[config.mk]
export PLATFORM = sky130hd
export DESIGN_NAME = freq_div_scheduler
export DESIGN_NICKNAME = d
export VERILOG_FILES = /design/src/rtl/freq_sched_pkg.sv /design/src/rtl/serial_divider.sv /design/src/rtl/freq_div_scheduler.sv
export SDC_FILE = /design/constraint.sdc
export NUM_CORES = 1
export LEC_CHECK = 0
export CELL_PAD_IN_SITES_DETAIL_PLACEMENT = 1
export CELL_PAD_IN_SITES_GLOBAL_PLACEMENT = 2
export CORE_ASPECT_RATIO = 1.25
export CORE_MARGIN = 2
export CORE_UTILIZATION = 31
export CTS_CLUSTER_SIZE = 10
export DETAILED_ROUTE_END_ITERATION = 12
export HOLD_SLACK_MARGIN = 0.05
export PLACE_DENSITY = 0.93
export SYNTH_ARGS = -nofsm -noshare
export SYNTH_HDL_FRONTEND = slang
export SYNTH_SLANG_ARGS = --single-unit
[constraint.sdc]
create_clock -name clk_i -period 14.03 [get_ports clk_i]
set_input_delay 3.5075 -clock clk_i [delete_from_list [all_inputs] [get_ports clk_i]]
set_output_delay 3.5075 -clock clk_i [all_outputs]
set_load 0.005 [all_outputs]
[src/rtl/freq_sched_pkg.sv]
// rtl/freq_sched_pkg.sv - shared types and defaults for the frequency/phase divider scheduler
package freq_sched_pkg;

  typedef enum logic [1:0] {
    IDLE   = 2'd0,
    DIVIDE = 2'd1,
    DONE   = 2'd2
  } sched_state_e;

  // Timer runs at 1 ns per tick, so frequency = TIMER_TICKS_PER_S / period.
  localparam int unsigned TIMER_TICKS_PER_S = 1_000_000_000;

  localparam int DEF_WIDTH   = 32;
  localparam int DEF_NUM_REQ = 3;

endpackage

[src/rtl/serial_divider.sv]
// rtl/serial_divider.sv - restoring unsigned divider, one quotient bit per cycle, MSB first
module serial_divider
  import freq_sched_pkg::*;
#(
  parameter int WIDTH = DEF_WIDTH
) (
  input  logic             clk_i,
  input  logic             reset_ni,
  input  logic             start,
  input  logic [WIDTH-1:0] num,
  input  logic [WIDTH-1:0] den,
  output logic             busy,
  output logic             valid,
  output logic             dbz,
  output logic [WIDTH-1:0] quot
);

  localparam int CNT_W = $clog2(WIDTH + 1);

  logic [CNT_W-1:0] cnt_q;
  logic [WIDTH-1:0] rem_q, quot_q, den_q;
  logic [WIDTH-1:0] rem_in, quot_in, den_use;
  logic [WIDTH-1:0] rem_nxt, quot_nxt;
  logic [WIDTH:0]   rem_sh, diff;
  logic             valid_q, dbz_q;

  // The first quotient bit is resolved in the start cycle straight from the
  // operands, so the result is ready WIDTH cycles after start.
  always_comb begin
    rem_in  = start ? '0  : rem_q;
    quot_in = start ? num : quot_q;
    den_use = start ? den : den_q;
    rem_sh  = {rem_in, quot_in[WIDTH-1]};
    diff    = rem_sh - {1'b0, den_use};
    if (!diff[WIDTH]) begin
      rem_nxt  = diff[WIDTH-1:0];
      quot_nxt = {quot_in[WIDTH-2:0], 1'b1};
    end else begin
      rem_nxt  = rem_sh[WIDTH-1:0];
      quot_nxt = {quot_in[WIDTH-2:0], 1'b0};
    end
  end

  always_ff @(posedge clk_i or negedge reset_ni) begin
    if (!reset_ni) begin
      cnt_q   <= '0;
      rem_q   <= '0;
      quot_q  <= '0;
      den_q   <= '0;
      valid_q <= 1'b0;
      dbz_q   <= 1'b0;
    end else if (start) begin
      den_q <= den;
      if (den == '0) begin
        quot_q  <= '1;
        rem_q   <= '0;
        cnt_q   <= '0;
        valid_q <= 1'b1;
        dbz_q   <= 1'b1;
      end else begin
        rem_q   <= rem_nxt;
        quot_q  <= quot_nxt;
        cnt_q   <= CNT_W'(WIDTH - 1);
        valid_q <= 1'b0;
        dbz_q   <= 1'b0;
      end
    end else if (cnt_q != '0) begin
      rem_q   <= rem_nxt;
      quot_q  <= quot_nxt;
      cnt_q   <= cnt_q - 1'b1;
      valid_q <= (cnt_q == CNT_W'(1));
    end else begin
      valid_q <= 1'b0;
    end
  end

  assign busy  = (cnt_q != '0);
  assign valid = valid_q;
  assign dbz   = dbz_q;
  assign quot  = quot_q;

endmodule

[src/rtl/freq_div_scheduler.sv]
// rtl/freq_div_scheduler.sv - round-robin time-sharing of one serial divider among requesters
module freq_div_scheduler
  import freq_sched_pkg::*;
#(
  parameter int WIDTH   = DEF_WIDTH,
  parameter int NUM_REQ = DEF_NUM_REQ
) (
  input  logic                     clk_i,
  input  logic                     reset_ni,
  input  logic [NUM_REQ-1:0]       req_valid_i,
  output logic [NUM_REQ-1:0]       req_ready_o,
  input  logic [NUM_REQ*WIDTH-1:0] req_num_i,
  input  logic [NUM_REQ*WIDTH-1:0] req_den_i,
  output logic [NUM_REQ-1:0]       rsp_valid_o,
  output logic [WIDTH-1:0]         rsp_quot_o,
  output logic                     rsp_dbz_o,
  output logic                     busy_o
);

  localparam int PTR_W = $clog2(NUM_REQ);
  localparam logic [NUM_REQ-1:0] ONE_HOT0 = NUM_REQ'(1);

  typedef logic [PTR_W-1:0] idx_t;

  sched_state_e     state_q, state_d;
  idx_t             ptr_q, grant_q, grant_idx, cand_idx;
  logic             grant_any, hs, den_zero;
  logic [WIDTH-1:0] sel_num, sel_den;
  logic             div_busy, div_valid, div_dbz;
  logic [WIDTH-1:0] div_quot;
  int               cand;

  // Round-robin search starting at ptr_q; the first valid requester wins.
  always_comb begin
    grant_any = 1'b0;
    grant_idx = '0;
    cand      = 0;
    cand_idx  = '0;
    for (int i = 0; i < NUM_REQ; i++) begin
      cand = int'(ptr_q) + i;
      if (cand >= NUM_REQ) cand = cand - NUM_REQ;
      cand_idx = idx_t'(cand);
      if (!grant_any && req_valid_i[cand_idx]) begin
        grant_any = 1'b1;
        grant_idx = cand_idx;
      end
    end
  end

  assign hs       = (state_q == IDLE) && grant_any;
  assign sel_num  = req_num_i[int'(grant_idx)*WIDTH +: WIDTH];
  assign sel_den  = req_den_i[int'(grant_idx)*WIDTH +: WIDTH];
  assign den_zero = (sel_den == '0);

  serial_divider #(
    .WIDTH(WIDTH)
  ) u_div (
    .clk_i    (clk_i),
    .reset_ni (reset_ni),
    .start    (hs),
    .num      (sel_num),
    .den      (sel_den),
    .busy     (div_busy),
    .valid    (div_valid),
    .dbz      (div_dbz),
    .quot     (div_quot)
  );

  always_ff @(posedge clk_i or negedge reset_ni) begin
    if (!reset_ni) begin
      state_q <= IDLE;
    end else begin
      state_q <= state_d;
    end
  end

  always_comb begin
    state_d = state_q;
    case (state_q)
      IDLE:    if (hs) state_d = den_zero ? DONE : DIVIDE;
      DIVIDE:  if (div_valid) state_d = DONE;
      DONE:    state_d = IDLE;
      default: state_d = IDLE;
    endcase
  end

  // Response registers hold their value between responses; divide-by-zero
  // is known at the handshake and bypasses the divider entirely.
  always_ff @(posedge clk_i or negedge reset_ni) begin
    if (!reset_ni) begin
      ptr_q      <= '0;
      grant_q    <= '0;
      rsp_quot_o <= '0;
      rsp_dbz_o  <= 1'b0;
    end else begin
      if (hs) begin
        grant_q <= grant_idx;
        ptr_q   <= (grant_idx == idx_t'(NUM_REQ - 1)) ? '0 : grant_idx + 1'b1;
        if (den_zero) begin
          rsp_quot_o <= '1;
          rsp_dbz_o  <= 1'b1;
        end
      end
      if (state_q == DIVIDE && div_valid) begin
        rsp_quot_o <= div_quot;
        rsp_dbz_o  <= div_dbz;
      end
    end
  end

  always_comb begin
    req_ready_o = '0;
    rsp_valid_o = '0;
    if (hs) req_ready_o = ONE_HOT0 << grant_idx;
    if (state_q == DONE) rsp_valid_o = ONE_HOT0 << grant_q;
    busy_o = (state_q != IDLE) || div_busy;
  end

endmodule

==> summary.txt, run 1 <==
Routing
  – Final wirelength: 42.5 mm
  – Remaining antenna violation count: 0
  – DR vias: 11200
  – DR pass1 iterations: 7
  – Met3 wire length: 1.98 mm
  – Highest routed layer: met4
  – Post-route DRC: 0
  – Initial DRC Count: 735
  – WL met2: 21.4 mm
  – Via-to-Cell Ratio: 5.71
  – M1 WL: 18.0 mm
  – Avg WL per Cell: 21.7 um

Synth
  – Post-Syn Area: 10400 um^2
  – Count of unique library cells instantiated by Yosys: 65
  – Synth Instances: 1353
  – #FFs+latches synth: 143
  – Mapped Avg Cell Area: 7.66 um^2
  – Dominant synthesized flop cell: dfrtp_1
  – Synth top area share: 0.345
  – Ys async rst share: 1.00
  – Synth area leaders: dfrtp_1 35%, a21oi_1 8.0%, nor2_1 6.3%
  – Syn. warnings: 0
  – Syn Nets: 1589
  – Seq/Total Area, Yosys: 0.345
  – Synth area leader: dfrtp_1
  – EDFF count, synth: 0

Global route
  – First-pass GRT wire length: 66.3 mm
  – Total gr overflow: 0
  – Largest net degree at the start of global routing: 85
  – All-Layer GR Usage: 0.242
  – Initial antenna violation count: 0
  – Vias in the first global route: 11600

Worst setup path
  – CP Data Arrival Time: 6890 ps
  – CP max FO: 51
  – WP data required: 10520 ps
  – Crit Path Category: in -> out
  – Critical Path End Type: output pin
  – Critical Path Source Type: input port

Place
  – DP Wirelength: 30.6 mm
  – Port bufs: 236
  – Placed cells: 1926
  – Gpl congestion: 0.894

Clock tree
  – H-tree depth: 4
  – CTS tree: done
  – Clk_lat worst skew: 440 ps
  – Hold-fix buffers, CTS: 0
  – Worst-case clock buffer depth: 2
  – Clock Root Buffer: clkbuf_16
  – Cts bufs inserted: 17
  – Num Clock Sinks: 143
  – Setup bufs post-CTS: 0
  – Cts repair resizes: 0
  – CTS clk-pin slew, worst paths: 60 ps

Timing
  – Setup-failing EPs final: 0
  – Worst-Margin Slew: 1370 ps
  – Max Freq: 96.2 MHz
  – WHS: 468 ps
  – Final min period: 10400 ps
  – Max-slew violations: 0
  – Final Hold Viols: 0
  – Clk_skew: 11.3 ps
  – Unrepaired setup endpoints after global routing: no
  – Total Neg Setup Slack: 0 ps
  – Max_slew headroom: 0.0862
  – Fraction of the cycle the final worst path needs: 0.741

Floorplan
  – Die Wd: 168 um
  – Initial core utilization: 0.316
  – DIE AREA: 34900 um^2
  – Core Area: 32800 um^2
  – Die Ht: 208 um
  – I/O Pins: 237
  – Core Rows: 74

Run
  – # Max-Cap Violations: 0

Cells and area
  – Antenna cells: 0
  – Finished Core Util: 0.415
  – Final Non-Filler Cells: 1958
  – Ratio of cells with drive above 1 in the final layout: 0.0422
  – Final net count: 1763
  – Most frequent cells in the layout: 235 x clkdlybuf4s50_1, 171 x nor2_1, 166 x a21oi_1
  – Most common cell after layout, fill and taps aside: clkdlybuf4s50_1
  – Area growth from synthesis to layout: 31.2%

Worst hold path
  – Hold WC Path Type: reg -> reg

Run status
  – Status: complete, no violations
==> state kept, by name (all words and copies together) (netlist names) <==
name,cells
u_div.dbz,1
u_div.quot,32
rsp_dbz_o,1
ptr_q,2
state_q,2
u_div.rem_q,32
u_div.den_q,32
grant_q,2
rsp_quot_o,32
u_div.cnt_q,6
u_div.valid,1
==> per-stage QoR <==
| stage | cell area, um^2 | setup slack [ps] |
|---|---|---|
| 5_1_grt | 13600 | 3200 |
| 2_1_floorplan | 10400 | 5100 |
| 6_report | 13600 | 3630 |
| 3_5_place_dp | 13000 | 3370 |
| 3_3_place_gp | 13000 | 3540 |
| 4_1_cts | 13600 | 3680 |
==> routing by layer <==
| metal | up-vias | track usage |
|---|---|---|
| li1 | 5212 | - |
| met1 | 5543 | 0.295 |
| met2 | 359 | 0.433 |
| met3 | 71 | 0.0367 |
| met4 | 0 | 0.0837 |
| met5 | - | 0 |
==> layout make-up <==
| cell class | count | area (um^2) |
|---|---|---|
| clock buffers | 23 | 468 |
| clock inverters | 9 | 109 |
| fillers | 3972 | 19200 |
| inverters | 60 | 225 |
| multi-input cells | 1053 | 6210 |
| flip-flops and latches | 143 | 3580 |
| well taps | 418 | 523 |
| repair buffers | 252 | 2480 |
==> synth_stat cells, drive strengths merged, types with 6 or more instances <==
cell / number
nor2: 175
a21oi: 166
nand2: 165
dfrtp: 143
o21ai: 88
clkbuf: 79
inv: 60
nand3: 44
mux2i: 41
ha: 38
a311oi: 36
a31oi: 34
and2: 24
nor3: 24
o31ai: 19
a211oi: 18
a21o: 18
buf: 18
xnor2: 18
o22ai: 14
nand2b: 12
a41oi: 9
nor2b: 8
o21a: 8
xor2: 8
o311ai: 7
and3: 6
==> final timing paths <==
kind | endpoint | slack [ps] | depth (start not counted) | startpoint
worst max-delay path | req_ready_o[0] | 3630 | 8 | req_valid_i[1]
worst min-delay path | state_q[0]$_DFFE_PN0P_ | 470 | 1 | u_div.valid$_DFF_PN0_
worst max register to register | u_div.rem_q[30]$_DFFE_PN0P_ | 6300 | 20 | ptr_q[0]$_DFFE_PN0N_
worst min register to register | state_q[0]$_DFFE_PN0P_ | 470 | 1 | u_div.valid$_DFF_PN0_
max in group asynchronous | rsp_quot_o[26]$_DFFE_PN0P_ | 9510 | 2 | reset_ni
min in group asynchronous | u_div.quot[6]$_DFFE_PN0P_ | 3140 | 1 | reset_ni
==> cells by family after synthesis <==
group	after synthesis	synth area share
xor+xnor	26	0.0220
buf+inv	157	0.0591
compound gates	459	0.278
fa+ha+maj	39	0.0478
simple gates	485	0.205
mux	44	0.0428
flops	143	0.345
==> worst max-delay path, cell delays in order <==
cell	delay (ps)
clkdlybuf4s50_1	530
mux2i_1	110
o21ai_2	340
nand4_1	920
and2_4	710
nand2_1	220
nor2_1	60
clkdlybuf4s50_1	480
Power of run 1 is left out: the tool's default activity adds up to more than one toggle a clock period on the data nets, which glitch-free logic cannot reach.
==> run 2: changes to the inputs <==
--- a/config.mk
+++ b/config.mk
@@ -9,11 +9,11 @@
 export CELL_PAD_IN_SITES_GLOBAL_PLACEMENT = 2
 export CORE_ASPECT_RATIO = 1.25
 export CORE_MARGIN = 2
-export CORE_UTILIZATION = 31
+export CORE_UTILIZATION = 26
 export CTS_CLUSTER_SIZE = 10
 export DETAILED_ROUTE_END_ITERATION = 12
 export HOLD_SLACK_MARGIN = 0.05
-export PLACE_DENSITY = 0.93
+export PLACE_DENSITY = 0.84
 export SYNTH_ARGS = -nofsm -noshare
 export SYNTH_HDL_FRONTEND = slang
 export SYNTH_SLANG_ARGS = --single-unit
==> constraint.sdc (replaced) <==
create_clock -name clk_i -period 9.4 [get_ports clk_i]
set_input_delay 2.35 -clock clk_i [delete_from_list [all_inputs] [get_ports clk_i]]
set_output_delay 2.35 -clock clk_i [all_outputs]
set_load 0.005 [all_outputs]
==> run 2 against run 1 <==
Against the previous run:
- sequential cell count did not move
- critical path depth increased by 13
- non-clock buffer count increased by 4
- via count fell by 1.5%
- clock skew decreased by 2.2 ps
- first-iteration DRC count down 10%
- critical path type is now in -> reg
- largest cell class unchanged
- highest routed layer unchanged
==> summary.txt, run 2 (same netlist as run 1, synthesis figures left out) <==
Timing
  – Final min period: 8280 ps
  – Clk_skew: 9.18 ps (-2.16 ps)
  – Fraction of the cycle the final worst path needs: 0.881
  – Unrepaired setup endpoints after global routing: no
  – Final Hold Viols: 0 (unchanged)
  – Max Freq: 121 MHz
  – Final WS setup: 1120 ps (-2520 ps)
  – Setup-failing EPs final: 0 (unchanged)
  – Max-slew violations: 0 (unchanged)
  – Max_slew headroom: 0.124 (+0.0377)
  – Worst-Margin Slew: 1310 ps (-56.5 ps)
  – Total Neg Setup Slack: 0 ps (unchanged)

Clock tree
  – Clk_lat worst skew: 440 ps (about the same)
  – Cts bufs inserted: 17 (unchanged)
  – Clock Root Buffer: clkbuf_16
  – CTS tree: done
  – Setup bufs post-CTS: 0 (unchanged)
  – Hold-fix buffers, CTS: 0 (unchanged)
  – Cts repair resizes: 0 (unchanged)
  – Num Clock Sinks: 143 (unchanged)
  – H-tree depth: 4 (unchanged)
  – CTS clk-pin slew, worst paths: 70 ps (about the same)
  – Worst-case clock buffer depth: 2 (unchanged)

Routing
  – Met3 wire length: 1.99 mm (+0.25%)
  – Post-route DRC: 0 (unchanged)
  – Highest routed layer: met4
  – Avg WL per Cell: 21.4 um (-1.4%)
  – DR vias: 11000 (-1.5%)
  – Final wirelength: 43.8 mm (+3.1%)
  – Via-to-Cell Ratio: 5.39 (-5.7%)
  – DR pass1 iterations: 5 (-2)
  – M1 WL: 18.5 mm (+3.1%)
  – Initial DRC Count: 660 (-10%)
  – Remaining antenna violation count: 0 (unchanged)
  – WL met2: 21.7 mm (+1.8%)

Worst setup path
  – CP Data Arrival Time: 8550 ps (+1660 ps)
  – Crit-path most repeated cell: mux2i_1
  – Critical Path Slowest Stage Cell: a211oi_2
  – CP peak stage delay: 780 ps (-140 ps)
  – CP Cell Sequence: clkdlybuf4s50_1 -> mux2i_1 -> mux2i_1 -> a311oi_2 -> buf_4 -> nor2_4 -> buf_4 -> nand2_1 -> a31oi_1 -> mux2i_1 -> ha_1 -> and4_1 -> nand3_1 -> a2bb2oi_1 -> o211a_1 -> o21ai_0 -> a211oi_1 -> a211oi_2 -> nor2_1 -> a222oi_1 -> nor2_1
  – WP data required: 9670 ps (-850 ps)
  – Critical Path Source Type: input port
  – Critical Path End Type: flop
  – CP max FO: 40 (-22%)
  – Crit Path Category: in -> reg

Floorplan
  – Die Ht: 227 um (+9.0%)
  – Initial core utilization: 0.264 (-0.0520)
  – DIE AREA: 41500 um^2 (+19%)
  – Core Area: 39200 um^2 (+20%)
  – Core Rows: 81 (+9.5%)
  – I/O Pins: 237 (unchanged)
  – Die Wd: 183 um (+9.0%)

Run status
  – Status: complete, no violations

Cells and area
  – Most frequent cells in the layout: 235 x clkdlybuf4s50_1, 171 x nor2_1, 166 x a21oi_1
  – Area growth from synthesis to layout: 33.1%
  – Final net count: 1767 (+0.23%)
  – Most common cell after layout, fill and taps aside: clkdlybuf4s50_1
  – Filler cells: 4704 (+18%)
  – Ratio of cells with drive above 1 in the final layout: 0.0479 (+0.00572)
  – Reg area: 3580 um^2 (unchanged)
  – Multi-input combinational cell area: 6220 um^2 (+0.12%)

Global route
  – All-Layer GR Usage: 0.211 (-0.0305)
  – Total gr overflow: 0 (unchanged)
  – First-pass GRT wire length: 67.5 mm (+1.8%)
  – Vias in the first global route: 11600 (-0.18%)
  – Initial antenna violation count: 5 (+5)
  – Largest net degree at the start of global routing: 93 (+9.4%)

Place
  – Gpl congestion: 0.867 (-3.0%)
  – DP Worst Slack: 748 ps (-2620 ps)
  – DP Wirelength: 32.3 mm (+5.5%)
  – Port bufs: 236 (unchanged)

Worst hold path
  – Hold WC Path Type: reg -> reg

Run
  – # Max-Cap Violations: 0 (unchanged)
[run 2: cell count changes in the layout (fill, tap and decap cells not counted), moves of 2 or more]
cell / delta
buf_4: +2
buf_12: +2
inv_8: +3
clkbuf_8: -2
clkbuf_1: -4
clkinv_4: +2
inv_6: +5
clkinvlp_4: -3
diode_2: +4
[run 2: final timing paths]
kind	slack (ps)	cells past startpoint	to	from
setup / recovery	1120	21	u_div.rem_q[30]$_DFFE_PN0P_	req_valid_i[1]
hold / removal	480	2	u_div.rem_q[24]$_DFFE_PN0P_	u_div.rem_q[24]$_DFFE_PN0P_
setup reg to reg	2710	22	u_div.rem_q[30]$_DFFE_PN0P_	ptr_q[1]$_DFFE_PN0N_
hold reg to reg	480	2	u_div.rem_q[24]$_DFFE_PN0P_	u_div.rem_q[24]$_DFFE_PN0P_
max in group asynchronous	6040	2	rsp_quot_o[0]$_DFFE_PN0P_	reset_ni
min in group asynchronous	2000	1	rsp_quot_o[7]$_DFFE_PN0P_	reset_ni
[run 2: metal layers]
layer,up-vias,track usage
li1,5221,-
met1,5387,0.251
met2,333,0.378
met3,80,0.0320
met4,0,0.0934
met5,-,0
[run 2: stage by stage]
stage | hold slack [ps] | area [um^2] | instances | util
2_1_floorplan | 423 | 10400 | 1353 | -
3_3_place_gp | 458 | 13200 | 2010 | 0.336
3_5_place_dp | 468 | 13200 | 2010 | 0.336
4_1_cts | 484 | 13800 | 2042 | 0.352
5_1_grt | 508 | 13800 | 2046 | 0.352
6_report | 481 | 13800 | 2046 | 0.352
[run 2: final cells by class]
cell class,count,share of cell area
well taps,498,0.0452
inverters,60,0.0163
repair buffers,256,0.184
flip-flops and latches,143,0.259
clock inverters,15,0.0128
clock buffers,17,0.0308
diodes,4,0.000725
multi-input cells,1053,0.451
[run 2: critical path, delay by kind of cell]
kind / cells / cell delay [ps]
mux: 3 / 920
fa+ha+maj: 1 / 440
buf+inv: 3 / 1180
compound gates: 8 / 2630
simple gates: 6 / 970
Power of run 2 is left out for the same reason.
